`src/rtl/tc_pkg.sv`:
```
// tc_pkg: shared definitions for the tc_timer programmable interval timer.
//   - FSM state encoding
//   - register word offsets within the timer window
//   - CTRL bit positions and MODE encodings
package tc_pkg;

    typedef enum logic [1:0] {
        StIdle = 2'd0,
        StLoad = 2'd1,
        StCnt  = 2'd2,
        StInt  = 2'd3
    } tc_state_e;

    // Register word offsets (byte address bits [3:2])
    localparam logic [1:0] OfsCtrl     = 2'd0;
    localparam logic [1:0] OfsPreset   = 2'd1;
    localparam logic [1:0] OfsCount    = 2'd2;
    localparam logic [1:0] OfsPrescale = 2'd3;

    // CTRL field positions
    localparam int unsigned CtrlEnBit   = 0;
    localparam int unsigned CtrlModeLsb = 1;
    localparam int unsigned CtrlModeMsb = 2;
    localparam int unsigned CtrlImBit   = 3;
    localparam int unsigned CtrlWidth   = 4;

    // MODE encodings; 1x decodes as one-shot
    localparam logic [1:0] ModeOneShot    = 2'b00;
    localparam logic [1:0] ModeAutoReload = 2'b01;

    function automatic logic is_auto_reload(input logic [1:0] mode);
        return mode == ModeAutoReload;
    endfunction

endpackage

```
`src/rtl/tc_prescaler.sv`:
```
// tc_prescaler: tick generator for the timer count-down (used only when TC_PRESCALE_EN
// is defined). Produces one tick every div+1 cycles; restart realigns the phase so the
// first tick after a restart comes div+1 cycles later.
//   clk     in   system clock
//   reset   in   synchronous, active-high
//   restart in   zero the phase counter
//   div     in   16-bit divide value (0 = tick every cycle)
//   tick    out  combinational tick strobe
module tc_prescaler (
    input  logic        clk,
    input  logic        reset,
    input  logic        restart,
    input  logic [15:0] div,
    output logic        tick
);

    logic [15:0] cnt_q;

    // >= rather than == so lowering div mid-run cannot make the counter wrap through 2^16
    assign tick = (cnt_q >= div);

    always_ff @(posedge clk) begin
        if (reset || restart) begin
            cnt_q <= 16'd0;
        end else if (tick) begin
            cnt_q <= 16'd0;
        end else begin
            cnt_q <= cnt_q + 16'd1;
        end
    end

endmodule

```
`src/rtl/tc_timer.sv`:
```
// tc_timer: memory-mapped programmable interval timer feeding one CP0 hw_int bit.
// Counts down from PRESET; one-shot mode holds irq until a CTRL/PRESET write,
// auto-reload mode pulses irq for one cycle per period.
// Optional feature macro: TC_PRESCALE_EN (adds PRESCALE register at offset 3).
//   clk    in   system clock
//   reset  in   synchronous, active-high
//   addr   in   word offset within the timer window
//   we     in   bus write strobe (already address-qualified)
//   wd     in   write data
//   rd     out  read data, combinational from addr
//   irq    out  interrupt request
module tc_timer
    import tc_pkg::*;
#(
    parameter int unsigned BASE_OFS_W = 2
) (
    input  logic                  clk,
    input  logic                  reset,
    input  logic [BASE_OFS_W-1:0] addr,
    input  logic                  we,
    input  logic [31:0]           wd,
    output logic [31:0]           rd,
    output logic                  irq
);

    tc_state_e             state_q;
    logic [CtrlWidth-1:0]  ctrl_q;
    logic [31:0]           preset_q;
    logic [31:0]           count_q;
    logic                  pend_q;

    logic wr_ctrl;
    logic wr_preset;
    logic auto_reload;
    logic step;

    assign wr_ctrl     = we && (addr == BASE_OFS_W'(OfsCtrl));
    assign wr_preset   = we && (addr == BASE_OFS_W'(OfsPreset));
    assign auto_reload = is_auto_reload(ctrl_q[CtrlModeMsb:CtrlModeLsb]);

`ifdef TC_PRESCALE_EN
    logic [15:0] prescale_q;
    logic        wr_prescale;
    logic        tick;

    assign wr_prescale = we && (addr == BASE_OFS_W'(OfsPrescale));

    // Both LOAD and the auto-reload INT cycle start a fresh count, so both realign the phase
    tc_prescaler u_prescaler (
        .clk     (clk),
        .reset   (reset),
        .restart ((state_q == StLoad) || (state_q == StInt)),
        .div     (prescale_q),
        .tick    (tick)
    );

    assign step = tick;
`else
    assign step = 1'b1;
`endif

    always_ff @(posedge clk) begin
        if (reset) begin
            state_q  <= StIdle;
            ctrl_q   <= '0;
            preset_q <= '0;
            count_q  <= '0;
            pend_q   <= 1'b0;
`ifdef TC_PRESCALE_EN
            prescale_q <= '0;
`endif
        end else begin
            if (wr_ctrl) begin
                ctrl_q <= wd[CtrlWidth-1:0];
            end
            if (wr_preset) begin
                preset_q <= wd;
            end
`ifdef TC_PRESCALE_EN
            if (wr_prescale) begin
                prescale_q <= wd[15:0];
            end
`endif
            if (wr_ctrl || wr_preset) begin
                pend_q <= 1'b0;
            end

            case (state_q)
                StIdle: begin
                    if (ctrl_q[CtrlEnBit]) begin
                        state_q <= StLoad;
                    end
                end
                StLoad: begin
                    count_q <= preset_q;
                    state_q <= StCnt;
                end
                StCnt: begin
                    if (!ctrl_q[CtrlEnBit]) begin
                        state_q <= StIdle;
                    end else if (step) begin
                        if (count_q > 32'd1) begin
                            count_q <= count_q - 32'd1;
                        end else begin
                            count_q <= '0;
                            state_q <= StInt;
                            // One-shot pend is raised on entry so irq is high during INT;
                            // a coincident CTRL/PRESET write still clears it.
                            if (!auto_reload && !(wr_ctrl || wr_preset)) begin
                                pend_q <= 1'b1;
                            end
                        end
                    end
                end
                StInt: begin
                    if (auto_reload) begin
                        // The INT cycle performs the reload itself, giving an N+1 period
                        count_q <= preset_q;
                        state_q <= StCnt;
                    end else begin
                        // A coincident bus write to CTRL takes precedence over the EN clear
                        if (!wr_ctrl) begin
                            ctrl_q[CtrlEnBit] <= 1'b0;
                        end
                        state_q <= StIdle;
                    end
                end
                default: state_q <= StIdle;
            endcase
        end
    end

    always_comb begin
        rd = '0;
        case (addr)
            BASE_OFS_W'(OfsCtrl):   rd = {{(32 - CtrlWidth){1'b0}}, ctrl_q};
            BASE_OFS_W'(OfsPreset): rd = preset_q;
            BASE_OFS_W'(OfsCount):  rd = count_q;
`ifdef TC_PRESCALE_EN
            BASE_OFS_W'(OfsPrescale): rd = {16'd0, prescale_q};
`endif
            default: rd = '0;
        endcase
    end

    assign irq = ctrl_q[CtrlImBit] & (pend_q | ((state_q == StInt) & auto_reload));

endmodule

```
`config.mk`:
```
export PLATFORM = sky130hd
export DESIGN_NAME = tc_timer
export DESIGN_NICKNAME = d
export VERILOG_FILES = /design/src/rtl/tc_pkg.sv /design/src/rtl/tc_prescaler.sv /design/src/rtl/tc_timer.sv
export SDC_FILE = /design/constraint.sdc
export NUM_CORES = 1
export LEC_CHECK = 0
export ABC_AREA = 1
export CAP_MARGIN = 20
export CORE_UTILIZATION = 30
export CTS_BUF_LIST = sky130_fd_sc_hd__clkbuf_4 sky130_fd_sc_hd__clkbuf_8
export CTS_CLUSTER_DIAMETER = 100
export DETAILED_ROUTE_END_ITERATION = 12
export HOLD_SLACK_MARGIN = 0.15
export SLEW_MARGIN = 0
export SYNTH_ARGS = -nofsm -noshare
export SYNTH_HDL_FRONTEND = slang
export SYNTH_SLANG_ARGS = --single-unit
```
`constraint.sdc`:
```
create_clock -name clk -period 2.2 [get_ports clk]
set_clock_uncertainty 0.15 [all_clocks]
set_input_delay 0.55 -clock clk [delete_from_list [all_inputs] [get_ports clk]]
set_output_delay 0.55 -clock clk [all_outputs]
set_load 0.03 [all_outputs]
```
* After elaboration in Yosys (flattened, before gate mapping) *
Index checks and enable logic that the tools add are counted.

storage, ports and cells
  flip-flop bits (word level) = 71
  input port bits = 37
  output and inout bits = 33
  logic and storage cells = 51

cells by class
  add/subtract/negate cells = 1
  $lt $le $gt $ge = 1
  equal/unequal tests = 10
  muxes and demuxes = 19
  bitwise gates (word level) = 3
  reduce and logical (&&, ||, !) cells = 11

operator list
  operator                                              number
  one-hot mux 32 bit (3 select lines)                   2
  2-to-1 mux 32 bit                                     3
  > comparator 32 x 1 -> 1 bit (second input constant)  1
  subtractor 32 x 1 -> 32 bit (second input constant)   1
  2-to-1 mux 1 bit                                      9
  2-to-1 mux 2 bit                                      4
  one-hot mux 2 bit (4 select lines)                    1
  equality test 2 x 1 -> 1 bit (second input constant)  3
  equality test 2 bit (second input constant)           3
  inequality test 2 bit (second input constant)         3
  logical NOT 2 bit                                     2
  logical AND 1 bit                                     3
  inequality test 3 bit (second input constant)         1
  AND reduction 3 bit                                   1
  nonzero test 3 bit                                    1
  bitwise AND 1 bit                                     2
  logical NOT 1 bit                                     2
  AND reduction 2 bit                                   1
  logical OR 1 bit                                      1
  OR 1 bit                                              1

* Depth between registers and ports, before layout *
Gate-level depths: netlist of the first run.

  depth after elaboration = 9
  depth in mapped cells = 10
  mapped depth without buffers = 10

* Worst setup path before layout of the first run *
No wires, ideal clock.

  path type = input port to output port
  start = in addr[0]
  end = out rd[23]
  arrival = 1757 ps
  data required time = 1500 ps
  setup slack = -257 ps
  cell stages on the path = 5
  path buffers = 1
  cell sequence = inv_1 -> nor2_2 -> inv_1 -> clkbuf_1 -> o21ai_0

on the way
  word-level cells in the longest chain between the ends = 2
  elaborated cells between the ends (all ways) = 4
  classes of those cells = eq/ne: 2; mux: 1; reduce/logical: 1

ends and longest elaborated chain
  item                                         RTL line         RTL
  from (decl)                                  tc_timer.sv:19   input logic [BASE_OFS_W-1:0] addr,
  equality test 2 bit (tied with other cells)  tc_timer.sv:135  case (addr)
  one-hot mux 32 bit (3 select lines) (*)      tc_timer.sv:135
  to (decl)                                    tc_timer.sv:22   output logic [31:0] rd,

Mark *: on every way between the ends. The rest lies on a longest branch, timed or not.

* Worst setup path after layout of the first run *
  start = in addr[0]
  end = out rd[2]

Same word-level chain as after synthesis.

==> metrics.md, run 1 <==
| Metric | Value |
|---|---|
| Status | `finished, final reports clean` |
| Vias in the first global route | `4116` |
| Worst Hold Class | `reg -> reg` |
| Detailed Routing Iterations Pass 1 | `5` |
| Uppermost layer routed | `met4` |
| Post-synth top area share | `34.36%` |
| Peak VDD IR | `0.2248 mV` |
| Die Ht | `119.4 um` |
| Number of DRC markers in iteration 0 | `186` |
| Setup violations, final | `0` |
| Initial antenna violation count | `0` |
| Antenna cells | `0` |
| Yosys top cell by area | `dfxtp_1` |
| Placed cells | `834` |
| Max-slew violation count | `0` |
| Max-cap violations | `0` |
| Root buffer cell | `clkbuf_8` |
| GPL Wtd Cong | `0.8379` |
| Sequential area share after synthesis | `34.36%` |
| CP Max Fanout | `8` |
| Seq cells post-synth | `71` |
| Die Wd | `119.4 um` |
| Post-route DRC violation count | `0` |
| R2r endpoint | `count_q[7]` |
| Met2 wire length | `5386 um` |
| Total wire length | `11930 um` |
| R2R cell count | `8` |
| WP data required | `1.50 ns` |
| Clk slew on worst S/H paths | `0.07 ns` |
| Synth top cells by count | `92 x a21oi_1, 82 x nand2_1, 78 x inv_1` |
| Min cycle time layout | `2.135 ns` |
| # H-tree levels | `3` |
| Fmax | `0.4684 GHz` |
| # clock sinks | `71` |
| Met1 WL | `5853 um` |
| Via density per instance | `4.985` |
| Crit path kind | `in -> out` |
| Largest net degree at the start of global routing | `67` |
| Setup TNS | `0 ns` |
| CTS buffer count | `9` |
| Worst skew pair latency | `0.36 ns` |
| Highest-delay cell along the critical path | `o221ai_4` |
| Slew HR | `58.57%` |
| Placed inst area | `5107 um^2` |
| Main area contributors after synthesis | `dfxtp_1 34%, a21oi_1 11%, o21ai_0 9.2%` |
| Wire per inst | `14.05 um` |
| Main synth FF type | `dfxtp_1` |
| DR WL met3 | `514 um` |
| Max incr delay on CP | `0.18 ns` |
| Nets@finish | `709` |
| Area grow syn2layout | `31.88%` |
| Clock buffer depth | `2` |
| RR Startpoint | `count_q[0]` |
| First-pass GRT wire length | `19770 um` |
| Slew @ Worst Pin | `0.6206 ns` |
| RSZ-0062 raised after global routing | `no` |
| Global route overflow | `0` |
| Fraction of layout cells with a size suffix above 1 | `21.25%` |
| Core ar. | `13350 um^2` |
| Port Buffers | `69` |
| Vias | `4232` |
| Hold Path End | `pend_q` |
| Design area | `5455 um^2` |
| Mapped Cells | `606` |
| IO Count | `70` |
| Routed Antenna Nets | `0` |
| HPWL Detailed | `8241 um` |
| Sequence of cells on the critical path | `buf_2 -> inv_2 -> nor2_4 -> inv_6 -> buf_12 -> o221ai_4 -> buf_6` |
| GRT Overall Usage | `17.37%` |
| Most common cell in the synthesized netlist | `a21oi_1` |
| Number of synthesized flops with an enable pin | `0` |
| Synth Area per Inst | `6.826 um^2` |
| CTS tree | `yes` |
| CP Data Arrival Time | `1.43 ns` |
| Synth cell types | `27` |
| Hold Startpoint | `pend_q` |
| Syn_nets | `645` |
| Synth Cell Area | `4136 um^2` |
| Crit end category | `output port` |
| Design Power | `0.003389 W` |
| Layout Cells excl Fill | `849` |
| Synthesis Warnings | `0` |
| Rows | `42` |
| WHS Path Cells | `2` |
| CTS Hold Buffers Added | `0` |
| CP Launch Type | `primary input` |
| Initial Utilization | `30.99%` |
| Crit. Startpoint | `addr[0]` |
| Final Hold Viols | `0` |
| Power per cell area | `621.2 nW/um^2` |
| Leak | `2.124 nW` |
| Post-synth ARST share | `0%` |
| Reg2reg setup slack | `0.31 ns` |
| DIE AREA | `14260 um^2` |
| Tcrit/Tclk final | `97.04%` |
timing repair:
action                     in CTS  in global routing
setup endpoints to repair      32                  0
gates resized for setup        38                  0
buffers inserted                1                  0
critical path, delay by kind of cell:
kind	cells	cell delay [ns]
simple gates	1	0.14
buf+inv	5	0.55
compound gates	1	0.18
sequential cells by signal (all words and copies together) (netlist names):
signal / flops
ctrl_q: 4
preset_q: 32
count_q: 32
state_q: 2
pend_q: 1
routing by layer:
layer  up-vias  track usage [%]
li1       2143                -
met1      1980            24.03
met2        96            26.85
met3        13            2.490
met4         0            7.344
met5         -                0
where the power goes:
part           switching (W)  internal, W
registers          0.0000510      0.00134
clock network       0.000478     0.000582
logic               0.000584     0.000350
total                0.00111      0.00228
cells by family (layout without fill, tap and decap cells):
| family | after synthesis | count (layout) | synth area share [%] |
|---|---|---|---|
| buf+inv | 114 | 181 | 11.10 |
| fa+ha+maj | 2 | 2 | 0.6049 |
| flops | 71 | 71 | 34.36 |
| simple gates | 197 | 197 | 23.84 |
| xor+xnor | 11 | 11 | 2.329 |
| compound gates | 211 | 211 | 27.77 |
final cells by class:
type | count | area (um^2)
Clock inverter | 1 | 30.03
Fill cell | 1421 | 7893
Tap cell | 176 | 220.2
Clock buffer | 13 | 160.2
Timing Repair Buffer | 84 | 852.1
Multi-Input combinational cell | 421 | 2455
Inverter | 83 | 316.6
Sequential cell | 71 | 1421
worst max-delay path by stage:
stage / endpoint / slack, ns / cells after the start
2_1_floorplan: rd[0] / -0.02 / 4
3_3_place_gp: rd[12] / -0.43 / 7
3_5_place_dp: rd[19] / -0.41 / 7
4_1_cts: rd[2] / 0.06 / 7
5_1_grt: rd[24] / 0.02 / 7
6_report: rd[2] / 0.07 / 7
cells in the final DEF (no fill, tap or decap), types with 2 or more instances in the layout:
cell type	count
a21oi_1	92
nand2_1	80
inv_1	76
o21ai_0	75
dfxtp_1	71
nor2_1	47
clkdlybuf4s50_1	34
buf_4	31
nand3_1	28
o22ai_2	15
nand3_2	11
a21oi_2	11
xor2_1	11
clkbuf_8	10
nor2_2	9
buf_6	9
nand2_2	7
nor2_4	7
o22ai_1	7
buf_12	7
inv_2	6
o22ai_4	5
nand2_4	3
clkbuf_4	3
o221ai_1	2
nand4_1	2
ha_1	2
buf_2	2
stage by stage:
step | hold WS [ns] | setup WS [ns] | util, %
finish | 0.3182 | 0.06513 | 40.87
detailed placement | 0.3035 | -0.4092 | 38.26
global placement | 0.2988 | -0.4288 | 38.26
floorplan | 0.2830 | -0.02186 | -
CTS | 0.3143 | 0.05854 | 40.87
global route | 0.3499 | 0.02491 | 40.87
Power figures use the tool's default switching activity.
==> run 2: changes to the inputs <==
--- a/config.mk
+++ b/config.mk
@@ -7,11 +7,13 @@
 export LEC_CHECK = 0
 export ABC_AREA = 1
 export CAP_MARGIN = 20
-export CORE_UTILIZATION = 30
+export CORE_UTILIZATION = 55
 export CTS_BUF_LIST = sky130_fd_sc_hd__clkbuf_4 sky130_fd_sc_hd__clkbuf_8
 export CTS_CLUSTER_DIAMETER = 100
 export DETAILED_ROUTE_END_ITERATION = 12
 export HOLD_SLACK_MARGIN = 0.15
+export PLACE_DENSITY = 0.81
+export SETUP_SLACK_MARGIN = 0.15
 export SLEW_MARGIN = 0
 export SYNTH_ARGS = -nofsm -noshare
 export SYNTH_HDL_FRONTEND = slang
==> run 2 against run 1 <==
  * Sequential power hardly changed
  * Global-route usage up 16 points
  * Sequential cell count stayed put
  * First-iteration DRC count increased by 32%
  * Critical path type unchanged
  * Critical endpoint unchanged
==> metrics.md, run 2 (synthesized netlist as in run 1, its figures left out) <==
| Metric | Value |
|---|---|
| CP Max Fanout | `5 (-3)` |
| CTS Hold Buffers Added | `0 (unchanged)` |
| CP Launch Type | `primary input` |
| RSZ-0062 raised after global routing | `yes` |
| Fraction of layout cells with a size suffix above 1 | `25.51% (+4.3 points)` |
| Power per cell area | `611.0 nW/um^2 (-1.6%)` |
| Antenna cells | `0 (unchanged)` |
| WP data required | `1.50 ns (about the same)` |
| Global route overflow | `0 (unchanged)` |
| Initial antenna violation count | `0 (unchanged)` |
| Crit path kind | `in -> out` |
| Number of DRC markers in iteration 0 | `245 (+32%)` |
| Min cycle time layout | `2.083 ns (-0.05213 ns)` |
| Routed Antenna Nets | `0 (unchanged)` |
| Rows | `31 (-26%)` |
| Wire per inst | `16.26 um (+16%)` |
| Slew HR | `73.04% (+14 points)` |
| Setup violations, final | `0 (unchanged)` |
| Clock buffer depth | `2 (unchanged)` |
| Met1 Use GR | `37.26% (+13 points)` |
| Peak VDD IR | `0.4008 mV (+78%)` |
| Detailed Routing Iterations Pass 1 | `7 (+2)` |
| Sequence of cells on the critical path | `buf_12 -> nor2_4 -> inv_6 -> buf_6 -> o221ai_4 -> buf_6` |
| Vias in the first global route | `4358 (+5.9%)` |
| Via density per instance | `5.797 (+16%)` |
| Setup WS post-layout | `0.1173 ns (+0.05213 ns)` |
| Worst skew pair latency | `0.36 ns (about the same)` |
| Most used cell, CP | `buf_6` |
| Max incr delay on CP | `0.18 ns (about the same)` |
| Total wire length | `12760 um (+7.0%)` |
| Most Crowded Layer GR | `met2` |
| Die Ht | `88.72 um (-26%)` |
| Core ar. | `7253 um^2 (-46%)` |
| Vias | `4551 (+7.5%)` |
| GRT Overall Usage | `33.39% (+16 points)` |
| Initial Utilization | `57.03% (+26 points)` |
| Commonest non-fill, non-tap cell in the layout | `a21oi_1` |
| Biggest regs | `count_q: 32 flops, preset_q: 32 flops, ctrl_q: 4 flops` |
| Slew @ Worst Pin | `0.4044 ns (-0.2161 ns)` |
| Worst Hold Class | `reg -> reg` |
| Leak | `2.256 nW (+6.2%)` |
| Fmax | `0.4801 GHz (+2.5%)` |
| # H-tree levels | `3 (unchanged)` |
| IO Count | `70 (unchanged)` |
| DIE AREA | `7871 um^2 (-45%)` |
| Final Hold Viols | `0 (unchanged)` |
| Worst slack, placed | `-0.3381 ns (+0.07109 ns)` |
| Tcrit/Tclk final | `94.67% (-2.4 points)` |
| Clk slew on worst S/H paths | `0.08 ns (about the same)` |
| Highest-delay cell along the critical path | `o221ai_4` |
| GPL Wtd Cong | `0.9166 (+9.4%)` |
| CTS buffer count | `9 (unchanged)` |
| Nets@finish | `720 (+1.6%)` |
| CTS tree | `yes` |
| Area grow syn2layout | `40.87%` |
| Max-slew violation count | `0 (unchanged)` |
| First-pass GRT wire length | `19980 um (+1.0%)` |
| Crit end category | `output port` |
| HPWL Detailed | `8216 um (-0.31%)` |
| Root buffer cell | `clkbuf_8` |
| GR Util met2 | `59.51% (+33 points)` |
| Routing usage on met3 | `6.623% (+4.1 points)` |
| # clock sinks | `71 (unchanged)` |
| Largest net degree at the start of global routing | `44 (-34%)` |
| Status | `finished, final reports clean` |
| Post-route DRC violation count | `0 (unchanged)` |
| Port Buffers | `69 (unchanged)` |
| Most frequent cells in the layout | `92 x a21oi_1, 76 x nand2_1, 75 x o21ai_0` |
| Max-cap violations | `0 (unchanged)` |
| Setup TNS | `0 ns (unchanged)` |
| CP Data Arrival Time | `1.38 ns (-0.05 ns)` |
| Die Wd | `88.72 um (-26%)` |
## run 2: where the power goes
group	switching (W)	internal, W
Combinational	0.000654	0.000397
Clock	0.000512	0.000600
Sequential	0.0000529	0.00134
## run 2: repair_timing
action / in CTS / in global routing
endpoints found under the hold margin: 0 / 0
pin swaps: 2 / 0
buffers inserted: 4 / 0
gates resized for setup: 58 / 19
cloned: 2 / 0
endpoints found under the setup margin: 32 / 37
## run 2: through the flow
stage | cells | util (%) | area (um^2) | hold WS [ns] | power (W)
after global placement | 763 | 72.73 | 5275 | 0.2973 | 0.002351
after global routing | 785 | 80.33 | 5827 | 0.3365 | 0.003730
final | 785 | 80.33 | 5827 | 0.3123 | 0.003560
after CTS | 785 | 79.40 | 5759 | 0.3115 | 0.003539
after detailed placement | 763 | 72.73 | 5275 | 0.2991 | 0.002381
after floorplan | 606 | - | 4479 | 0.2830 | 0.002103
## run 2: final timing paths
kind | from | endpoint | slack [ns] | depth (start not counted)
worst min-delay path | pend_q | pend_q | 0.31 | 2
worst max register to register | count_q[1] | count_q[30] | 0.17 | 10
worst max-delay path | addr[1] | rd[2] | 0.12 | 6
worst min register to register | pend_q | pend_q | 0.31 | 2
## run 2: cell type report
type | instances | area [um^2]
clock inverters | 4 | 53.80
fillers | 508 | 1426
clock buffers | 12 | 158.9
repair buffers | 95 | 1090
flip-flops and latches | 71 | 1424
well taps | 99 | 123.9
multi-input cells | 421 | 2653
inverters | 83 | 324.1
## run 2: worst max-delay path: cells and delay by family
kind / cells / cell delay, ns
AOI/OAI and AO/OA: 1 / 0.18
buffers and inverters: 4 / 0.49
and+or+nand+nor: 1 / 0.16
## run 2: layer usage
metal	vias to the layer above	share of wire [%]	routed length [um]
met4	0	4.0	506
li1	2169	-	-
met5	-	0	0
met1	2113	39	4917
met2	218	52	6578
met3	51	5.9	759
